===== config.mk =====
export PLATFORM = sky130hd
export DESIGN_NAME = device_dna_sequencer
export DESIGN_NICKNAME = d
export VERILOG_FILES = /design/src/rtl/device_dna_sequencer.sv
export SDC_FILE = /design/constraint.sdc
export NUM_CORES = 1
export LEC_CHECK = 0
export BUFFER_PORTS_ARGS = -buffer_cell sky130_fd_sc_hd__buf_2
export CORE_UTILIZATION = 50
export CTS_CLUSTER_SIZE = 30
export DETAILED_ROUTE_END_ITERATION = 8
export GPL_TIMING_DRIVEN = 0
export PLACE_DENSITY = 0.82
export SLEW_MARGIN = 20
export SYNTH_ARGS = -nofsm -noshare
export SYNTH_HDL_FRONTEND = slang
export SYNTH_SLANG_ARGS = --single-unit

===== constraint.sdc =====
create_clock -name clk -period 4.98 [get_ports clk]
set_clock_uncertainty 0.05 [all_clocks]
set_input_delay 0 -clock clk [delete_from_list [all_inputs] [get_ports clk]]
set_output_delay 0 -clock clk [all_outputs]
set_load 0.005 [all_outputs]

===== src/rtl/device_dna_sequencer.sv =====
// Sequencer for a serial DNA_PORT-style primitive. It generates a divided DNA clock,
// issues READ then SHIFT, and deserialises the ID into a register exposed as 32-bit words.
module device_dna_sequencer #(
  parameter int DNA_WIDTH = 96,
  parameter int CLK_DIV   = 2,
  parameter bit MSB_FIRST = 1'b0
) (
  input  logic                 clk,
  input  logic                 rst,
  input  logic                 start,
  output logic                 dna_clk,
  output logic                 dna_read,
  output logic                 dna_shift,
  input  logic                 dna_dout,
  output logic                 busy,
  output logic                 dna_valid,
  output logic [DNA_WIDTH-1:0] dna_value,
  input  logic                 rd_req,
  input  logic [3:0]           rd_index,
  output logic                 rd_ack,
  output logic                 rd_err,
  output logic [31:0]          rd_data
);

  localparam int NWORDS = (DNA_WIDTH + 31) / 32;
  localparam int CNT_W  = (DNA_WIDTH > 2) ? $clog2(DNA_WIDTH) : 1;
  localparam int PH_W   = (CLK_DIV > 1) ? $clog2(2 * CLK_DIV) : 1;
  localparam logic [PH_W-1:0]  PH_HIGH  = PH_W'(CLK_DIV);
  localparam logic [PH_W-1:0]  PH_LAST  = PH_W'(2 * CLK_DIV - 1);
  localparam logic [CNT_W-1:0] CNT_LAST = CNT_W'(DNA_WIDTH - 1);

  typedef enum logic [1:0] {
    ST_IDLE  = 2'd0,
    ST_LOAD  = 2'd1,
    ST_SHIFT = 2'd2,
    ST_DONE  = 2'd3
  } state_t;

  state_t               state_q, state_d;
  logic                 auto_q, auto_d;
  logic [PH_W-1:0]      ph_q, ph_d;
  logic [CNT_W-1:0]     cnt_q, cnt_d;
  logic [DNA_WIDTH-1:0] shreg_q, shreg_d;
  logic [DNA_WIDTH-1:0] value_q, value_d;
  logic                 valid_q, valid_d;
  logic                 busy_q, busy_d;
  logic                 dclk_q, dclk_d;
  logic                 read_q, read_d;
  logic                 shift_q, shift_d;
  logic                 ack_q, ack_d;
  logic                 err_q, err_d;
  logic [31:0]          data_q, data_d;
  logic                 sample_s;
  logic                 idx_ok_s;
  logic [3:0]           idx_sel_s;
  logic [NWORDS*32-1:0] pad_s;
  logic [31:0]          word_s;

  // Insert one captured bit at the end of the register that receives the first bit last.
  function automatic logic [DNA_WIDTH-1:0] shift_in(input logic [DNA_WIDTH-1:0] cur,
                                                    input logic bit_in);
    logic [DNA_WIDTH-1:0] res;
    if (MSB_FIRST) begin
      res = {cur[DNA_WIDTH-2:0], bit_in};
    end else begin
      res = {bit_in, cur[DNA_WIDTH-1:1]};
    end
    return res;
  endfunction

  // Next-state logic for the sequence FSM, period phase, bit counter and capture.
  always_comb begin
    state_d  = state_q;
    auto_d   = auto_q;
    ph_d     = ph_q;
    cnt_d    = cnt_q;
    shreg_d  = shreg_q;
    value_d  = value_q;
    valid_d  = valid_q;
    busy_d   = busy_q;
    // The last clk of the high half: the next edge drives dna_clk 1->0 and samples DOUT.
    sample_s = (ph_q == PH_LAST);
    case (state_q)
      ST_IDLE: begin
        if (auto_q || start) begin
          state_d = ST_LOAD;
          auto_d  = 1'b0;
          ph_d    = '0;
          cnt_d   = '0;
          valid_d = 1'b0;
          busy_d  = 1'b1;
        end else begin
          state_d = ST_IDLE;
        end
      end
      ST_LOAD: begin
        if (sample_s) begin
          state_d = ST_SHIFT;
          ph_d    = '0;
          cnt_d   = cnt_q + CNT_W'(1);
          shreg_d = shift_in(shreg_q, dna_dout);
        end else begin
          ph_d = ph_q + PH_W'(1);
        end
      end
      ST_SHIFT: begin
        if (sample_s) begin
          ph_d    = '0;
          shreg_d = shift_in(shreg_q, dna_dout);
          if (cnt_q == CNT_LAST) begin
            state_d = ST_DONE;
          end else begin
            cnt_d = cnt_q + CNT_W'(1);
          end
        end else begin
          ph_d = ph_q + PH_W'(1);
        end
      end
      ST_DONE: begin
        state_d = ST_IDLE;
        value_d = shreg_q;
        valid_d = 1'b1;
        busy_d  = 1'b0;
      end
      default: begin
        state_d = ST_IDLE;
      end
    endcase
    // Primitive controls are derived from next state so the flops line up with the phase.
    dclk_d  = ((state_d == ST_LOAD) || (state_d == ST_SHIFT)) && (ph_d >= PH_HIGH);
    read_d  = (state_d == ST_LOAD);
    shift_d = (state_d == ST_SHIFT);
  end

  // Word read response: a single-cycle ack carrying either the word or an error.
  always_comb begin
    pad_s                  = '0;
    pad_s[DNA_WIDTH-1:0]   = value_q;
    idx_ok_s               = ({1'b0, rd_index} < 5'(NWORDS));
    idx_sel_s              = idx_ok_s ? rd_index : 4'd0;
    word_s                 = 32'(pad_s >> {idx_sel_s, 5'd0});
    ack_d                  = rd_req;
    err_d                  = rd_req && (!valid_q || !idx_ok_s);
    if (rd_req && valid_q && idx_ok_s) begin
      data_d = word_s;
    end else begin
      data_d = 32'd0;
    end
  end

  // State and output registers; reset aborts any sequence and re-arms the auto read.
  always_ff @(posedge clk) begin
    if (rst) begin
      state_q <= ST_IDLE;
      auto_q  <= 1'b1;
      ph_q    <= '0;
      cnt_q   <= '0;
      shreg_q <= '0;
      value_q <= '0;
      valid_q <= 1'b0;
      busy_q  <= 1'b0;
      dclk_q  <= 1'b0;
      read_q  <= 1'b0;
      shift_q <= 1'b0;
      ack_q   <= 1'b0;
      err_q   <= 1'b0;
      data_q  <= 32'd0;
    end else begin
      state_q <= state_d;
      auto_q  <= auto_d;
      ph_q    <= ph_d;
      cnt_q   <= cnt_d;
      shreg_q <= shreg_d;
      value_q <= value_d;
      valid_q <= valid_d;
      busy_q  <= busy_d;
      dclk_q  <= dclk_d;
      read_q  <= read_d;
      shift_q <= shift_d;
      ack_q   <= ack_d;
      err_q   <= err_d;
      data_q  <= data_d;
    end
  end

  assign dna_clk   = dclk_q;
  assign dna_read  = read_q;
  assign dna_shift = shift_q;
  assign busy      = busy_q;
  assign dna_valid = valid_q;
  assign dna_value = value_q;
  assign rd_ack    = ack_q;
  assign rd_err    = err_q;
  assign rd_data   = data_q;

endmodule


Yosys cells after proc, flatten, opt, wreduce, memory -nomap -nowiden
Cells that the tools add are included.
- equality and inequality tests: 11
- add/sub/neg operators: 2
- order comparisons: 2
- mux-type cells: 18
- shifts and indexed selects: 1
- reductions and logical operators: 18
- bitwise operators: 1
- operators by type and width (cell ; count):
    right shift 96 x 9 -> 32 bit ; 1
    2-to-1 mux 7 bit ; 4
    one-hot mux 7 bit (3 select lines) ; 1
    2-to-1 mux 2 bit ; 5
    == test 2 bit, second input constant ; 4
    inequality test 2 bit, second input constant ; 4
    one-hot mux 2 bit (4 select lines) ; 1
    adder 7 x 1 -> 7 bit, second input constant ; 1
    == test 7 bit, second input constant ; 1
    AND reduction 2 bit ; 3
    AND reduction 5 bit ; 1
    == test 2 x 1 -> 1 bit, second input constant ; 2
    logical AND 1 bit ; 4
    < comparator 4 x 2 -> 1 bit, second input constant ; 1
    2-to-1 mux 4 bit ; 1
    one-hot mux 1 bit (2 select lines) ; 2
    one-hot mux 2 bit (2 select lines) ; 1
    OR reduction 2 bit ; 2
    logical OR 1 bit ; 3
    2-to-1 mux 1 bit ; 3
    nonzero test 3 bit ; 1
    adder 2 x 1 -> 2 bit, second input constant ; 1
    >= comparator 2 bit, second input constant ; 1
    zero test 1 bit ; 2
    other kinds (3) ; 3
- output and inout bits: 135
- bits of input ports: 9
- logic and storage cells: 67
- register bits: 243

Longest topological paths before layout
- word-level depth: 7
- mapped depth: 8
- depth with buffers taken out: 7

Least setup slack after synthesis
OpenSTA, ideal clock, no wires.
- kind: register -> register
- start point: register state_q[0]
- end point: register cnt_q[2]
- arrival: 1.606 ns
- data required time: 4.814 ns
- setup time: 0.116 ns
- buffers on the path: 0
- clock period less this slack: 1.772 ns
- setup slack: 3.208 ns
- cell stages (with the launch flop): 7
- cell sequence: dfxtp_1 > inv_1 > ha_1 > or3b_1 > o211a_2 > and3_4 > a41o_1
- word-level cells in the longest chain between the ends: 3
- elaborated cells between the ends (all ways): 10
- those cells by class: 6 x eq/ne; 1 x mux; 3 x reduce/logical
- RTL lines (what ; RTL line ; RTL):
    start: declaration ; 39 ; state_t state_q, state_d;
    start signal: assignment ; 169 ; state_q <= state_d;
    == test 2 bit, or another cell as far along ; 83 ; case (state_q)
    inequality test 2 bit (no line) / nonzero test 3 bit (equally long branches) ; - ;
    AND reduction 5 bit (no line) ; - ;
    end signal: assignment ; 172 ; cnt_q <= cnt_d;
    end: declaration ; 42 ; logic [CNT_W-1:0] cnt_q, cnt_d;
Parallel ways exist; a longest one is shown, timed or not.
A chain may end at the register's enable or synchronous reset.

Final worst setup path
- start point: register state_q[0]
- end point: register shreg_q[93]
- word-level cells in the longest chain between the ends: 3
- elaborated cells between the ends (all ways): 4
- those cells by class: 2 x eq/ne; 2 x reduce/logical
- RTL lines (what ; RTL line ; RTL):
    == test 2 bit / == test 2 x 1 -> 1 bit (equally long branches) ; 83 ;
    OR reduction 2 bit (no line) (*) ; - ;
    AND reduction 2 bit (no line) (*) ; - ;
    end signal: assignment ; 173 ; shreg_q <= shreg_d;
    end: declaration ; 43 ; logic [DNA_WIDTH-1:0] shreg_q, shreg_d;
Every way passes the cells marked *; elsewhere a longest branch is shown, timed or not.

==> impl_metrics.csv <==
group,metric,value,unit
clock_tree,cts.sinks,243,
drt,num_vias,7519,
power,p_sw,834,uW
clock_tree,cts_setup_buffers,0,
clock_tree,clockBufferDepth,3,
finish,nNetsFinal,1170,
clock_tree,cts_inserted_buffers,24,
synth,ys_seq_area_share,54.2,%
synth,ys_types,38,
die,die-area,0.0185,sq mm
timing,period_minus_slack,2260,ps
drt,wl_per_cell,16.4,um
setup_path,crit_path_start,"state_q[0]",
outcome,status,"finished, final reports clean",
setup_path,rr_startpoint,"state_q[0]",
timing,hold_viol_final,0,
synth,synth.top_cell.area_share,54.2,%
synth,synth_nets,995,
clock_tree,htreeDepth,1,
setup_path,critPathMaxStageDelay,470,ps
setup_path,cpMostUsedCell,"nand2_1",
power,seq_power_share,49.6,%
die,ios,144,
die,die_h,136,um
die,die_w,136,um
place,place_congestion,0.820,
drt,via_per_inst,5.39,
timing,report.final.slew_viol_count,0,
finish,multi_input_area,0.00374,sq mm
finish,final-seq-area,0.00486,sq mm
grt,antenna_found_initial,0,
drt,final_antenna_net_count,0,
grt,grt_pass1_vias,6902,
setup_path,path_max_fanout,10,
synth,yosysTopAreaCell,"dfxtp_1",
power,combPwrFrac,2.7,%
grt,grt_pass1_wl,35800,um
grt,grt.overflow.total,0,
synth,yosysWarnings,0,
power,power.total,3.94,mW
setup_path,crit_path_start_kind,"flip-flop",
place,pre_cts_ws,2770,ps
power,switching_share,21.2,%
timing,fmax,443,MHz
grt,grt_max_degree,15,
power,ir_worst_vdd,0.000227,V
drt,drtIter0Drc,456,
setup_path,rr_worst_depth,7,
timing,rsz0062_at_grt,"no",
power,clkPwrFrac,47.7,%
timing,worstMarginPinSlew,742,ps
synth,synth_commonest_cells,"243 x dfxtp_1, 200 x nand2_1, 134 x nor2_1",
synth,synth_most_common_cell,"dfxtp_1",
die,num_rows,48,
synth,syn_avg_cell_area,9.18,sq um
synth,synth_edf_count,0,
clock_tree,path_clk_slew,60,ps
synth,synthArstFlopShare,0,%
timing,setup_violations,0,
synth,netlist_area,0.00898,sq mm
grt,grtUsageTotal,24.6,%
setup_path,endpoint_kind,"flip-flop",
synth,synthFlopType,"dfxtp_1",
finish,num-fill-cells,1452,
finish,antenna_cells,0,
synth,synth_area_leaders,"dfxtp_1 54%, mux2i_1 14%, nand2_1 8.4%",
place,placed_cell_area,0.00997,sq mm
hold_path,worstHoldStart,"rd_req",
timing,setup_tns,0,ps
power,power.density,362,mW/mm^2
flow_run,drv_cap,0,
timing,fin_crit_sh,45.3,%
drt,drtPass1Iterations,5,
die,coreArea,0.0174,sq mm
synth,ys_ff_latch,243,
setup_path,crit_type,"reg2reg",
setup_path,crit_slowest_cell,"clkbuf_1",
finish,area_delta_synth_final,21.0,%
place,io_buffers,143,
hold_path,hp-class,"in2reg",
power,p_leak,4.22,nW
setup_path,crit_required,5370,ps
synth,synthCells,978,
finish,final_area,0.0109,sq mm
finish,drive_gt1_share,17.9,%
power,p_int,3.10,mW
drt,drc,0,
setup_path,cp_data_arrival_time,2650,ps
setup_path,crit_chain,"inv_1 -> ha_1 -> nand2_1 -> buf_2 -> clkbuf_1 -> nand2_1 -> a21oi_1",
drt,wirelength,22900,um
place,dp_hpwl,15800,um
clock_tree,root_buffer,"clkbuf_16",
clock_tree,cts_tree,"yes",
timing,fin_ws,2720,ps
clock_tree,clk_latency,520,ps
hold_path,hold_depth,4,
timing,max-slew-margin-rel,50.6,%
die,initial_core_util,51.5,%
## through the flow
step                hold WS [ps]  utilization [%]  instances
finish                      50.4             62.4       1395
floorplan                   41.4                -        978
global route                77.5             62.4       1395
global placement             148             57.3       1346
CTS                         31.7             62.4       1395
detailed placement           154             57.3       1346
## metal layers
metal  routed length [um]  track usage (%)
met5                    0                0
met4                  443             7.53
met3                 1470             4.55
met2                11200             42.0
met1                 9850             31.3
## power groups by stage
stage | logic (mW) | clock network [mW] | registers (mW)
3_3_place_gp | 0.0999 | 0 | 2.00
5_1_grt | 0.118 | 1.98 | 1.95
6_report | 0.108 | 1.88 | 1.95
2_1_floorplan | 0.0681 | 0 | 2.00
4_1_cts | 0.107 | 1.89 | 1.95
3_5_place_dp | 0.102 | 0 | 2.00
## repair_timing
item	in CTS	in global routing
endpoints found under the hold margin	11	0
hold buffers	6	0
gates resized for setup	0	0
## worst max-delay path: cells and delay by family, from the launching register on
family / cells / cell delay, ps
buffers and inverters: 3 / 870
AND/OR/NAND/NOR: 2 / 370
adder cells (fa/ha/maj): 1 / 320
flip-flops: 1 / 410
AO/OA/AOI/OAI: 1 / 160
## flip-flops by register name (all words and copies together) (netlist names)
name / count
dna_clk: 1
rd_data: 32
dna_read: 1
ph_q: 2
dna_value: 96
state_q: 2
auto_q: 1
shreg_q: 96
dna_shift: 1
busy: 1
rd_ack: 1
rd_err: 1
cnt_q: 7
dna_valid: 1
## placed cells by master (no fill, tap or decap), types with 2 or more instances in the layout
| master | instances |
|---|---|
| dfxtp_1 | 243 |
| nand2_1 | 200 |
| buf_2 | 160 |
| nor2_1 | 134 |
| mux2i_1 | 128 |
| a21oi_1 | 102 |
| clkbuf_1 | 40 |
| a211oi_1 | 32 |
| clkbuf_16 | 25 |
| buf_1 | 10 |
| inv_1 | 9 |
| nand3_1 | 9 |
| o21ai_0 | 8 |
| ha_1 | 8 |
| clkbuf_8 | 7 |
| clkinv_2 | 6 |
| dlygate4sd3_1 | 6 |
| nor2b_1 | 5 |
| a32o_1 | 4 |
| buf_12 | 3 |
| nor3_1 | 3 |
| a31oi_1 | 2 |
| and2_1 | 2 |
| nor4_1 | 2 |
| bufinv_16 | 2 |
| clkinvlp_4 | 2 |
## path summary, 6_finish.rpt
kind	endpoint	slack, ps
setup / recovery	shreg_q[93]	2720
hold / removal	rd_data[31]	50
setup reg to reg	shreg_q[93]	2720
hold reg to reg	shreg_q[0]	410
## area by class of cell
class                   count  area share, %
clock inverters            10          0.967
multi-input cells         656           34.4
repair buffers            149           7.14
flip-flops and latches    243           44.8
well taps                 225           2.59
clock buffers              33           6.68
inverters                   9          0.311
plain buffers              70           3.13
## kinds of logic after synthesis
group	after synthesis	synth area share, %
simple gates	363	16.0
flops	243	54.2
compound gates	157	10.3
mux	128	14.3
buf+inv	79	4.17
fa+ha+maj	8	1.12
(Power assumes the default switching activity.)
